`config.mk`:
```
export PLATFORM = sky130hd
export DESIGN_NAME = spi_arbiter
export DESIGN_NICKNAME = d
export VERILOG_FILES = /design/src/rtl/spi_arbiter.sv
export SDC_FILE = /design/constraint.sdc
export NUM_CORES = 1
export LEC_CHECK = 0
export CAP_MARGIN = 20
export CORE_ASPECT_RATIO = 0.8
export CORE_MARGIN = 4
export CORE_UTILIZATION = 35
export CTS_CLUSTER_DIAMETER = 30
export DETAILED_ROUTE_END_ITERATION = 7
export GPL_ROUTABILITY_DRIVEN = 0
export SLEW_MARGIN = 20
export SYNTH_ARGS = -nofsm -noshare
export SYNTH_HDL_FRONTEND = slang
export SYNTH_SLANG_ARGS = --single-unit
```
`constraint.sdc`:
```
create_clock -name clk -period 8.7 [get_ports clk]
set_input_delay 0.87 -clock clk [delete_from_list [all_inputs] [get_ports clk]]
set_output_delay 0.87 -clock clk [all_outputs]
set_load 0.01 [all_outputs]
```
`src/rtl/spi_arbiter.sv`:
```
// Three-requester round-robin arbiter in front of a single SPI byte engine.
// Owns chip select timing (setup, hold, inter-transaction gap) and per-byte handshakes.
module spi_arbiter #(
  parameter int CS_SETUP = 2,
  parameter int CS_HOLD  = 2,
  parameter int CS_GAP   = 4
) (
  input  logic        clk,
  input  logic        rst,
  input  logic [2:0]  req,
  input  logic [5:0]  req_len,
  input  logic [23:0] req_wdata,
  output logic [2:0]  gnt,
  output logic [2:0]  byte_ack,
  output logic [7:0]  rdata,
  output logic [2:0]  txn_done,
  output logic        cs,
  output logic        eng_start,
  output logic [7:0]  eng_wdata,
  input  logic        eng_done,
  input  logic [7:0]  eng_rdata
);

  typedef enum logic [2:0] {
    IDLE  = 3'd0,
    SETUP = 3'd1,
    START = 3'd2,
    WAIT  = 3'd3,
    HOLD  = 3'd4,
    GAP   = 3'd5
  } state_t;

  localparam logic [7:0] SETUP_LOAD = 8'(CS_SETUP - 1);
  localparam logic [7:0] HOLD_LOAD  = 8'(CS_HOLD - 1);
  localparam logic [7:0] GAP_LOAD   = 8'(CS_GAP - 1);

  state_t      state_q, state_d;
  logic [1:0]  rr_ptr_q, rr_ptr_d;
  logic [7:0]  cnt_q, cnt_d;
  logic [2:0]  left_q, left_d;
  logic [2:0]  gnt_q, gnt_d;
  logic [2:0]  byte_ack_q, byte_ack_d;
  logic [2:0]  txn_done_q, txn_done_d;
  logic [7:0]  rdata_q, rdata_d;
  logic        cs_q, cs_d;
  logic        eng_start_q, eng_start_d;

  logic [2:0]  rot_s;
  logic [1:0]  off_s;
  logic [1:0]  win_idx_s;
  logic [2:0]  win_oh_s;
  logic [1:0]  win_len_s;

  function automatic logic [1:0] wrap3(input logic [2:0] v);
    wrap3 = (v >= 3'd3) ? 2'(v - 3'd3) : v[1:0];
  endfunction

  // Rotate requests so bit 0 is the requester at rr_ptr, then take the first set bit.
  always_comb begin
    case (rr_ptr_q)
      2'd0:    rot_s = req;
      2'd1:    rot_s = {req[0], req[2], req[1]};
      2'd2:    rot_s = {req[1], req[0], req[2]};
      default: rot_s = req;
    endcase
    if (rot_s[0]) begin
      off_s = 2'd0;
    end else if (rot_s[1]) begin
      off_s = 2'd1;
    end else begin
      off_s = 2'd2;
    end
    win_idx_s = wrap3({1'b0, rr_ptr_q} + {1'b0, off_s});
    win_oh_s  = 3'b001 << win_idx_s;
    win_len_s = req_len[{win_idx_s, 1'b0} +: 2];
  end

  // Next-state and next-output logic for the transaction sequencer.
  always_comb begin
    state_d     = state_q;
    rr_ptr_d    = rr_ptr_q;
    cnt_d       = cnt_q;
    left_d      = left_q;
    gnt_d       = gnt_q;
    cs_d        = cs_q;
    rdata_d     = rdata_q;
    byte_ack_d  = 3'b000;
    txn_done_d  = 3'b000;
    eng_start_d = 1'b0;
    case (state_q)
      IDLE: begin
        if (req != 3'b000) begin
          state_d  = SETUP;
          gnt_d    = win_oh_s;
          cs_d     = 1'b0;
          left_d   = {1'b0, win_len_s} + 3'd1;
          rr_ptr_d = wrap3({1'b0, win_idx_s} + 3'd1);
          cnt_d    = SETUP_LOAD;
        end else begin
          state_d = IDLE;
        end
      end
      SETUP: begin
        if (cnt_q == 8'd0) begin
          state_d     = START;
          eng_start_d = 1'b1;
        end else begin
          cnt_d = cnt_q - 8'd1;
        end
      end
      START: state_d = WAIT;
      WAIT: begin
        if (eng_done) begin
          rdata_d    = eng_rdata;
          byte_ack_d = gnt_q;
          left_d     = left_q - 3'd1;
          if (left_q > 3'd1) begin
            state_d     = START;
            eng_start_d = 1'b1;
          end else begin
            state_d = HOLD;
            cnt_d   = HOLD_LOAD;
          end
        end else begin
          state_d = WAIT;
        end
      end
      HOLD: begin
        if (cnt_q == 8'd0) begin
          state_d    = GAP;
          cs_d       = 1'b1;
          gnt_d      = 3'b000;
          txn_done_d = gnt_q;
          cnt_d      = GAP_LOAD;
        end else begin
          cnt_d = cnt_q - 8'd1;
        end
      end
      GAP: begin
        if (cnt_q == 8'd0) begin
          state_d = IDLE;
        end else begin
          cnt_d = cnt_q - 8'd1;
        end
      end
      default: state_d = IDLE;
    endcase
  end

  // State and registered outputs; reset aborts any transaction without txn_done.
  always_ff @(posedge clk or posedge rst) begin
    if (rst) begin
      state_q     <= IDLE;
      rr_ptr_q    <= 2'd0;
      cnt_q       <= 8'd0;
      left_q      <= 3'd0;
      gnt_q       <= 3'b000;
      cs_q        <= 1'b1;
      rdata_q     <= 8'h00;
      byte_ack_q  <= 3'b000;
      txn_done_q  <= 3'b000;
      eng_start_q <= 1'b0;
    end else begin
      state_q     <= state_d;
      rr_ptr_q    <= rr_ptr_d;
      cnt_q       <= cnt_d;
      left_q      <= left_d;
      gnt_q       <= gnt_d;
      cs_q        <= cs_d;
      rdata_q     <= rdata_d;
      byte_ack_q  <= byte_ack_d;
      txn_done_q  <= txn_done_d;
      eng_start_q <= eng_start_d;
    end
  end

  // The write byte is muxed live so a byte presented alongside byte_ack reaches the engine.
  assign eng_wdata = {8{eng_start_q}} & (({8{gnt_q[0]}} & req_wdata[7:0])
                                       | ({8{gnt_q[1]}} & req_wdata[15:8])
                                       | ({8{gnt_q[2]}} & req_wdata[23:16]));

  assign gnt       = gnt_q;
  assign cs        = cs_q;
  assign byte_ack  = byte_ack_q;
  assign txn_done  = txn_done_q;
  assign rdata     = rdata_q;
  assign eng_start = eng_start_q;

endmodule

```
==> results of run 1 <==
worst max-delay path: stages:
cell             delay (ns)
clkdlybuf4s50_1        0.53
nand2_1                0.06
o21ai_0                0.14
a21oi_1                0.08
a21oi_1                0.12
ha_1                   0.15
inv_1                  0.04
fa_1                   0.53
inv_1                  0.06
ha_1                   0.18
and2b_1                0.23
mux2i_2                0.40
mux2_2                 0.40
a22o_1                 0.23
ha_1                   0.17
nand2_1                0.05
o21ai_0                0.08
a22o_1                 0.18
cell type report:
| type | instances | area (um^2) | area share |
|---|---|---|---|
| multi-input cells | 155 | 1130 | 0.379 |
| flip-flops and latches | 35 | 877 | 0.293 |
| repair buffers | 71 | 708 | 0.237 |
| well taps | 78 | 97.6 | 0.0326 |
| clock buffers | 5 | 68.8 | 0.0230 |
| inverters | 16 | 60.1 | 0.0201 |
| clock inverters | 3 | 43.8 | 0.0147 |
routing by layer:
metal | share of wire | vias up
li1 | - | 936
met1 | 0.47 | 889
met2 | 0.42 | 74
met3 | 0.11 | 4
met4 | 0.0084 | 0
met5 | 0 | -
flip-flops by register name (all words and copies together), names as in the netlist:
register   flops
state_q        3
cs             1
txn_done       3
gnt            3
eng_start      1
rdata          8
left_q         3
cnt_q          8
rr_ptr_q       2
byte_ack       3
final timing paths:
kind | slack (ns) | to | cells after the start
max reg2reg | 4.77 | left_q[2] | 19
min | 0.51 | rdata[3] | 1
min in group asynchronous | 0.97 | rdata[0] | 3
min reg2reg | 0.51 | rdata[3] | 1
max | 4.37 | left_q[2] | 18
max in group asynchronous | 7.39 | cs | 3
power groups by stage:
stage	logic, mW	clock network [mW]	registers, mW
CTS	0.736	0.150	0.302
floorplan	0.554	0	0.280
finish	0.728	0.147	0.303
detailed placement	0.731	0	0.306
global placement	0.718	0	0.304
global route	0.826	0.158	0.317
cells by family (layout without fill, tap and decap cells):
| group | count (synthesis) | count (layout) | share of synthesized area |
|---|---|---|---|
| AO/OA/AOI/OAI | 69 | 69 | 0.236 |
| AND/OR/NAND/NOR | 64 | 64 | 0.175 |
| flip-flops | 35 | 35 | 0.417 |
| buffers and inverters | 24 | 95 | 0.0435 |
| adder cells (fa/ha/maj) | 11 | 11 | 0.0690 |
| multiplexers | 11 | 11 | 0.0595 |
metrics by stage:
step	cell area, um^2	total power [mW]	cells
CTS	2990	1.19	363
floorplan	2100	0.834	214
global placement	2880	1.02	355
detailed placement	2880	1.04	355
global route	2990	1.30	363
finish	2990	1.18	363
cell usage in the layout, fill, tap and decap left out, drive strengths merged, types with 2 or more instances in the layout:
master         count
clkdlybuf4s50     70
dfrtp             34
o21ai             18
a21oi             16
inv               16
nor2              14
nand2             12
ha                10
nor2b              9
mux2               9
a222oi             8
a22o               5
clkbuf             5
and2               4
a31oi              3
nand2b             3
nand3              3
a32o               3
o22ai              3
and4               3
nor3               3
nor4               3
nor3b              2
a221oi             2
o22a               2
o21ba              2
nand4              2
mux2i              2
o41ai              2
clkinv             2
==> metrics.yaml, run 1 <==
outcome: "completed"
max-slew-margin-rel: 0.484
fmax_mhz: 231
cts_max_path_buffers: 2
syn_area_um2: 2100
critPathKind: "primary input to register"
cts_hold_buffers: 0
firstDrtPassIters: 5
yosysSeqAreaShare: 0.417
ant_nets: 0
utilization: 0.529
comb_power_share: 0.618
grt_pass1_wl_um: 8420
peakVddDrop_mv: 0.192
clk_latency_ns: 0.29
wirelength_um: 5260
cp.arrival_ns: 4.51
grt_max_degree: 36
numPortBuffers: 70
crit_start: "req[2]"
cts_tree: "yes"
place_ws_ns: 4.05
ys.flop_type: "dfrtp_1"
avgSynthCellArea_um2: 9.82
cts_root_buffer: "clkbuf_8"
met2_usage: 0.213
clkPwrFrac: 0.125
ys_top_cells_by_count: "34 x dfrtp_1, 16 x a21oi_1, 16 x inv_1"
grt_busiest_layer: "met2"
grt_overflow: 0
yosys_warnings: 0
insertedDiodeCount: 0
syn_to_final_growth_pct: 42.2
grtUsageTotal: 0.146
ys_ff_latch: 35
synthCells: 214
p_per_area_nw_per_um2: 394
synth.distinct_cells: 47
hold_violations: 0
core_area_um2: 5650
grt_util_met1: 0.202
die_area_um2: 7320
synth-edff-count: 0
tightestPinTransition_ns: 0.767
clkTransAtPathRegs_ns: 0.07
hold_path_class: "register to register"
synth_nets: 269
synth_top_area_frac: 0.405
yosys.area.top_type: "dfrtp_1"
maxSlewViolCount: 0
worstPathRequired_ns: 8.89
synthTopCellsByArea: "dfrtp_1 40%, ha_1 6.0%, mux2_2 4.8%"
vias: 1903
cts_buffers: 5
fin_nets: 339
route.detailed.drc: 0
worstHoldStart: "rdata[3]"
die_x_um: 94.6
r2r-start: "rr_ptr_q[1]"
seq_power_share: 0.257
via_per_inst: 5.24
grt_pass1_vias: 1724
htreeDepth: 2
post-cts-setup-buffer-count: 0
drive_gt1_frac: 0.102
period_needed_ns: 4.33
setup_tns_ns: 0
endpoint_kind: "register"
p_leak_nw: 1.25
synthArstFlopShare: 1.00
clkSinkCount: 35
rsz0062_at_grt: "no"
initial_utilization: 0.372
post_cts_resized: 0
dr.first_iter.drc_count: 93
yosysMostFrequentCell: "dfrtp_1"
rows: 24
filler_cell_count: 545
wl_per_cell_um: 14.5
p_switching_uw: 517
holdWs_ns: 0.509
cell_internal_pwr_uw: 661
final.setup_skew_ns: 0.00728
cp-start-kind: "primary input"
worst_slack_ns: 4.37
dpl.hpwl_um: 4000
drv_cap: 0
grt_use_met3: 0.0528
crit_fanout: 6
antenna_found_initial: 0
swShare: 0.439
finalSetupViolCount: 0
io_pins: 71
dieHeight_um: 77.3
post-route-period-util: 0.497
Note: power is estimated with default switching activity, not from simulation.
==> inputs of run 2 (changes only) <==
Clock period 8.7 ns to 4.03 ns, I/O delays scaled along.
==> run 2 against run 1 <==
Worst hold slack got worse by 0.0029 ns. Sequential share of layout area rose by 0.062 points. Global-route usage rose by 0.42 points. Combinational power rose by 130%. First-iteration DRC count up 24%. Die area did not move. Largest cell class unchanged.
==> metrics.yaml, run 2 (synthesis results as in run 1) <==
outcome: "completed"
slowest_stage: "fa_1"
rsz0062_at_grt: "no"
drive_gt1_frac: 0.111  # +0.00974
post-cts-setup-buffer-count: 0  # unchanged
path_cells: "inv_1 -> ha_2 -> nand2_1 -> o21ai_0 -> a21oi_1 -> a21oi_1 -> ha_1 -> inv_1 -> fa_1 -> inv_1 -> ha_1 -> and2b_1 -> mux2i_2 -> mux2_2 -> a22o_1 -> ha_1 -> nand2_1 -> o21ai_0 -> a22o_1"
worstPathRequired_ns: 4.22  # -4.67 ns
worst_slack_ns: 0.264  # -4.11 ns
grt_max_degree: 36  # unchanged
maxSlewViolCount: 0  # unchanged
wl_per_cell_um: 14.7  # +1.2%
critPathKind: "register to register"
cts_buffers: 5  # unchanged
comb_power_share: 0.645  # +0.027
antenna_found_initial: 0  # unchanged
grt_pass1_vias: 1828  # +6.0%
via_per_inst: 5.30  # +1.0%
wirelength_um: 5350  # +1.8%
die_x_um: 94.6  # unchanged
endpoint_kind: "register"
worst-path-buf-inv: 3  # unchanged
initial_utilization: 0.372  # unchanged
insertedDiodeCount: 0  # unchanged
cell_internal_pwr_mw: 1.42  # +120%
syn_to_final_growth_pct: 41.9
clkPwrFrac: 0.100  # -0.025
io_pins: 71  # unchanged
cp.arrival_ns: 3.95  # -0.56 ns
clk_latency_ns: 0.29  # about the same
crit_fanout: 4  # -2
layout_common_cells: "70 x clkdlybuf4s50_1, 34 x dfrtp_1, 16 x a21oi_1, 16 x inv_1, 14 x nor2_1"
htreeDepth: 2  # unchanged
swShare: 0.444  # +0.00508
post-route-period-util: 0.934
clkTransAtPathRegs_ns: 0.08  # about the same
cts_max_path_buffers: 2  # unchanged
setup_tns_ns: 0  # unchanged
firstDrtPassIters: 5  # unchanged
rows: 24  # unchanged
place_ws_ns: 0.0304  # -4.02 ns
finalSetupViolCount: 0  # unchanged
core_area_um2: 5650  # unchanged
regArea_um2: 877  # unchanged
final.setup_skew_ns: 0.00751  # +0.000231 ns
numPortBuffers: 70  # unchanged
p_switching_mw: 1.14  # +120%
seq_power_share: 0.255  # -0.002
dieHeight_um: 77.3  # unchanged
tightestPinTransition_ns: 0.749  # -0.0184 ns
p_leak_nw: 1.24  # -0.75%
drv_cap: 0  # unchanged
cts_hold_buffers: 0  # unchanged
vias: 1933  # +1.6%
cts_root_buffer: "clkbuf_8"
hold_violations: 0  # unchanged
cp-start-kind: "register"
dr.first_iter.drc_count: 115  # +24%
grtUsageTotal: 0.150  # +0.00418
post_cts_resized: 0  # unchanged
peakVddDrop_mv: 0.486  # +150%
filler_cell_count: 541  # -0.73%
die_area_um2: 7320  # unchanged
hold_path_class: "primary input to async pin"
ant_nets: 0  # unchanged
path_delay_family: "adder cells"
fmax_mhz: 266
period_needed_ns: 3.77
route.detailed.drc: 0  # unchanged
grt_overflow: 0  # unchanged
dpl.hpwl_um: 3970  # -0.81%
clkSinkCount: 35  # unchanged
p_per_area_nw_per_um2: 858  # +120%
cts_tree: "yes"
critPathMaxStageDelay_ns: 0.52  # about the same
fin_nets: 341  # +0.59%
max-slew-margin-rel: 0.497  # +0.0124
multiInputGateArea_um2: 1140  # +0.22%
grt_pass1_wl_um: 8800  # +4.6%
mostFrequentLayoutCell: "clkdlybuf4s50_1"
==> run 2: changes by cell type in the layout (fill, tap and decap cells not counted) <==
cell / previous run / this run
ha_1: 10 / 9
bufinv_16: 1 / 0
buf_4: 1 / 3
ha_2: 0 / 1
clkinv_4: 1 / 0
clkinvlp_4: 0 / 2
==> run 2: worst reg2reg max path: stages, from the launching register on <==
cell and delay [ns]:
dfrtp_1 0.38, inv_1 0.12, ha_2 0.22, nand2_1 0.05
o21ai_0 0.15, a21oi_1 0.08, a21oi_1 0.12, ha_1 0.16
inv_1 0.04, fa_1 0.52, inv_1 0.06, ha_1 0.18
and2b_1 0.23, mux2i_2 0.24, mux2_2 0.37, a22o_1 0.24
ha_1 0.17, nand2_1 0.05, o21ai_0 0.09, a22o_1 0.19
==> run 2: power by group through the flow <==
stage	registers (mW)	clock network (mW)	logic (mW)
after floorplan	0.604	0	1.20
after global placement	0.656	0	1.63
after detailed placement	0.659	0	1.64
after CTS	0.653	0.270	1.66
after global routing	0.686	0.287	1.87
final	0.653	0.255	1.65
==> run 2: metal layers <==
metal	track usage	wire, um	up-vias
met2	0.224	2170	70
met3	0.0587	558	7
met1	0.202	2560	916
li1	-	-	940
met4	0.0389	62	0
met5	0	0	-
==> run 2: final timing paths <==
path	cells after the start	to	start	slack (ns)
max reg2reg	19	left_q[2]	rr_ptr_q[1]	0.26
min reg2reg	1	rdata[1]	rdata[1]	0.51
min in group clk	1	rdata[1]	rdata[1]	0.51
max	19	left_q[2]	rr_ptr_q[1]	0.26
min	3	rdata[0]	rst	0.51
max in group asynchronous	3	cs	rst	3.19
==> run 2: cell type report <==
| class | instances | share of cell area |
|---|---|---|
| flip-flops and latches | 35 | 0.294 |
| clock inverters | 3 | 0.00671 |
| multi-input cells | 155 | 0.381 |
| repair buffers | 73 | 0.242 |
| clock buffers | 5 | 0.0231 |
| well taps | 78 | 0.0327 |
| inverters | 16 | 0.0201 |
==> run 2: per-stage QoR <==
| step | instances | util | hold slack [ns] | total power [mW] | instance area, um^2 |
|---|---|---|---|---|---|
| 4_1_cts | 365 | 0.528 | 0.513 | 2.58 | 2980 |
| 2_1_floorplan | 214 | - | 0.476 | 1.80 | 2100 |
| 6_report | 365 | 0.528 | 0.506 | 2.56 | 2980 |
| 5_1_grt | 365 | 0.528 | 0.524 | 2.84 | 2980 |
| 3_5_place_dp | 357 | 0.512 | 0.494 | 2.30 | 2890 |
| 3_3_place_gp | 357 | 0.512 | 0.489 | 2.28 | 2890 |
==> inputs of run 3 (changes only) <==
Settings changed: DONT_BUFFER_PORTS set to 1.
==> run 3 against run 2 <==
Non-clock buffer count is 67 lower. Die area stayed put. Clock skew hardly changed. Combinational power is 5% lower. Power is 1.8% lower. Count of clock-buffer cells in the layout stayed put. Register-to-register slack worse by 0.03 ns. Clock power hardly changed. Sequential power is 5.8% higher. Via count is 14% lower. Global-route usage is 1.8 points lower. Critical path type unchanged. Utilization is 12 points lower.
==> metrics.yaml, run 3 (synthesis results as in run 1) <==
die_area_um2: 7320  # unchanged
crit_fanout: 4  # unchanged
grt_max_degree: 36  # unchanged
fin_nets: 274  # -20%
cts_max_path_buffers: 2  # unchanged
place_ws_ns: 0.188  # +0.158 ns
wl_met1_um: 2190  # -15%
rsz0062_at_grt: "no"
path_depth: 19  # unchanged
place_area_um2: 2190  # -24%
setup_tns_ns: 0  # unchanged
wl_per_cell_um: 16.0  # +9.3%
p_per_area_nw_per_um2: 1080  # +26%
mostFrequentLayoutCell: "dfrtp_1"
post-route-period-util: 0.942  # +0.00775
grtUsageTotal: 0.132  # -0.0179
r2r_end: "left_q[2]"
hold_path_class: "primary input to async pin"
r2r_cells: 19  # unchanged
critPathKind: "register to register"
outcome: "completed"
io_pins: 71  # unchanged
drv_cap: 0  # unchanged
route.met2.wl_um: 2180  # +0.60%
power.total_mw: 2.51  # -1.8%
htreeDepth: 2  # unchanged
worstPathRequired_ns: 4.21  # about the same
die_x_um: 94.6  # unchanged
cts_hold_buffers: 0  # unchanged
cts_root_buffer: "clkbuf_8"
route.detailed.drc: 0  # unchanged
antenna_found_initial: 0  # unchanged
grt_overflow: 0  # unchanged
hold_violations: 0  # unchanged
dieHeight_um: 77.3  # unchanged
numPortBuffers: 0  # -100%
cp-start-kind: "register"
grt_pass1_vias: 1637  # -10%
stdcell_area_um2: 2330  # -22%
clkTransAtPathRegs_ns: 0.07  # about the same
core_area_um2: 5650  # unchanged
critPathMaxStageDelay_ns: 0.59  # +0.07 ns
fmax_mhz: 263  # -0.82%
tightestPinTransition_ns: 0.723  # -0.0256 ns
path_cells: "inv_1 -> ha_2 -> nand3b_1 -> o21ai_1 -> a21oi_1 -> a21oi_1 -> ha_1 -> inv_1 -> fa_1 -> inv_1 -> ha_1 -> and2b_2 -> mux2i_2 -> mux2_4 -> a22o_1 -> ha_1 -> nand2_1 -> o21ai_0 -> a22o_1"
ant_nets: 0  # unchanged
dpl.hpwl_um: 3580  # -9.8%
final.setup_skew_ns: 0.00762  # +0.000109 ns
path_delay_family: "adder cells"
slowest_stage: "fa_1"
clkSinkCount: 35  # unchanged
holdWs_ns: 0.0949  # -0.412 ns
clk_latency_ns: 0.29  # about the same
dr.first_iter.drc_count: 114  # -0.87%
endpoint_kind: "register"
layout_common_cells: "34 x dfrtp_1, 15 x a21oi_1, 14 x inv_1, 13 x nor2_1"
cp.arrival_ns: 3.98  # +0.03 ns
highest_layer: "met4"
r2r_slack_ns: 0.23  # -0.03 ns
r2r-start: "rr_ptr_q[0]"
insertedDiodeCount: 0  # unchanged
rows: 24  # unchanged
initial_utilization: 0.372  # unchanged
vias: 1670  # -14%
syn_to_final_growth_pct: 10.8
via_per_inst: 5.60  # +5.8%
finalSetupViolCount: 0  # unchanged
cts_buffers: 5  # unchanged
cts_tree: "yes"
worst-path-buf-inv: 3  # unchanged
grt_pass1_wl_um: 7690  # -13%
p_leak_nw: 0.993  # -20%
wirelength_um: 4770  # -11%
max-slew-margin-rel: 0.514  # +0.0172
firstDrtPassIters: 4  # -1
drive_gt1_frac: 0.186  # +0.0749
worst_slack_ns: 0.233  # -0.0312 ns
period_needed_ns: 3.80  # +0.0312 ns
maxSlewViolCount: 0  # unchanged
peakVddDrop_mv: 0.448  # -7.8%
met3_length_um: 364  # -35%
[run 3: cell count changes in the layout (fill, tap and decap cells not counted), moves of 2 or more]
cell,previous run,this run
inv_1,16,14
clkdlybuf4s50_1,70,0
buf_4,3,6
inv_2,0,2
[run 3: layout make-up]
| class | count | area, um^2 |
|---|---|---|
| fillers | 562 | 3320 |
| multi-input cells | 155 | 1160 |
| flip-flops and latches | 35 | 877 |
| well taps | 78 | 97.6 |
| clock buffers | 5 | 68.8 |
| inverters | 16 | 60.1 |
| repair buffers | 6 | 45.0 |
| clock inverters | 3 | 20.0 |
[run 3: worst register-to-register path: stages, from the launching register on]
cell	delay (ns)
dfrtp_1	0.44
inv_1	0.10
ha_2	0.21
nand3b_1	0.08
o21ai_1	0.08
a21oi_1	0.08
a21oi_1	0.13
ha_1	0.15
inv_1	0.05
fa_1	0.59
inv_1	0.06
ha_1	0.19
and2b_2	0.24
mux2i_2	0.26
mux2_4	0.33
a22o_1	0.23
ha_1	0.17
nand2_1	0.05
o21ai_0	0.08
a22o_1	0.18
[run 3: per-layer routing]
layer  global-route usage  vias to the layer above
met5                    0                        -
met4               0.0389                        0
met3               0.0352                        4
met2                0.213                       69
met1                0.173                      788
li1                     -                      809
[run 3: power by group]
part / total, mW / leakage, nW / internal [mW] / switching [mW]
Sequential: 0.691 / 0.444 / 0.482 / 0.209
Combinational: 1.57 / 0.509 / 0.744 / 0.824
Clock: 0.252 / 0.0402 / 0.120 / 0.132
Total: 2.51 / 0.993 / 1.35 / 1.17
[run 3: worst max-delay path by stage]
stage	from	to	slack, ns
after global placement	rr_ptr_q[1]	left_q[2]	0.34
after CTS	rr_ptr_q[1]	left_q[2]	0.16
after global routing	rr_ptr_q[0]	left_q[2]	0.002
final	rr_ptr_q[0]	left_q[2]	0.23
after detailed placement	rr_ptr_q[1]	left_q[2]	0.19
after floorplan	rr_ptr_q[1]	left_q[2]	0.35
[run 3: repair_timing]
action,CTS,global route
buffers inserted,0,3
resized for setup,0,10
endpoints found under the setup margin,0,2
[run 3: through the flow]
step,cells,util
after floorplan,214,-
after global placement,287,0.388
after detailed placement,287,0.388
after CTS,295,0.404
after global routing,298,0.412
final,298,0.412
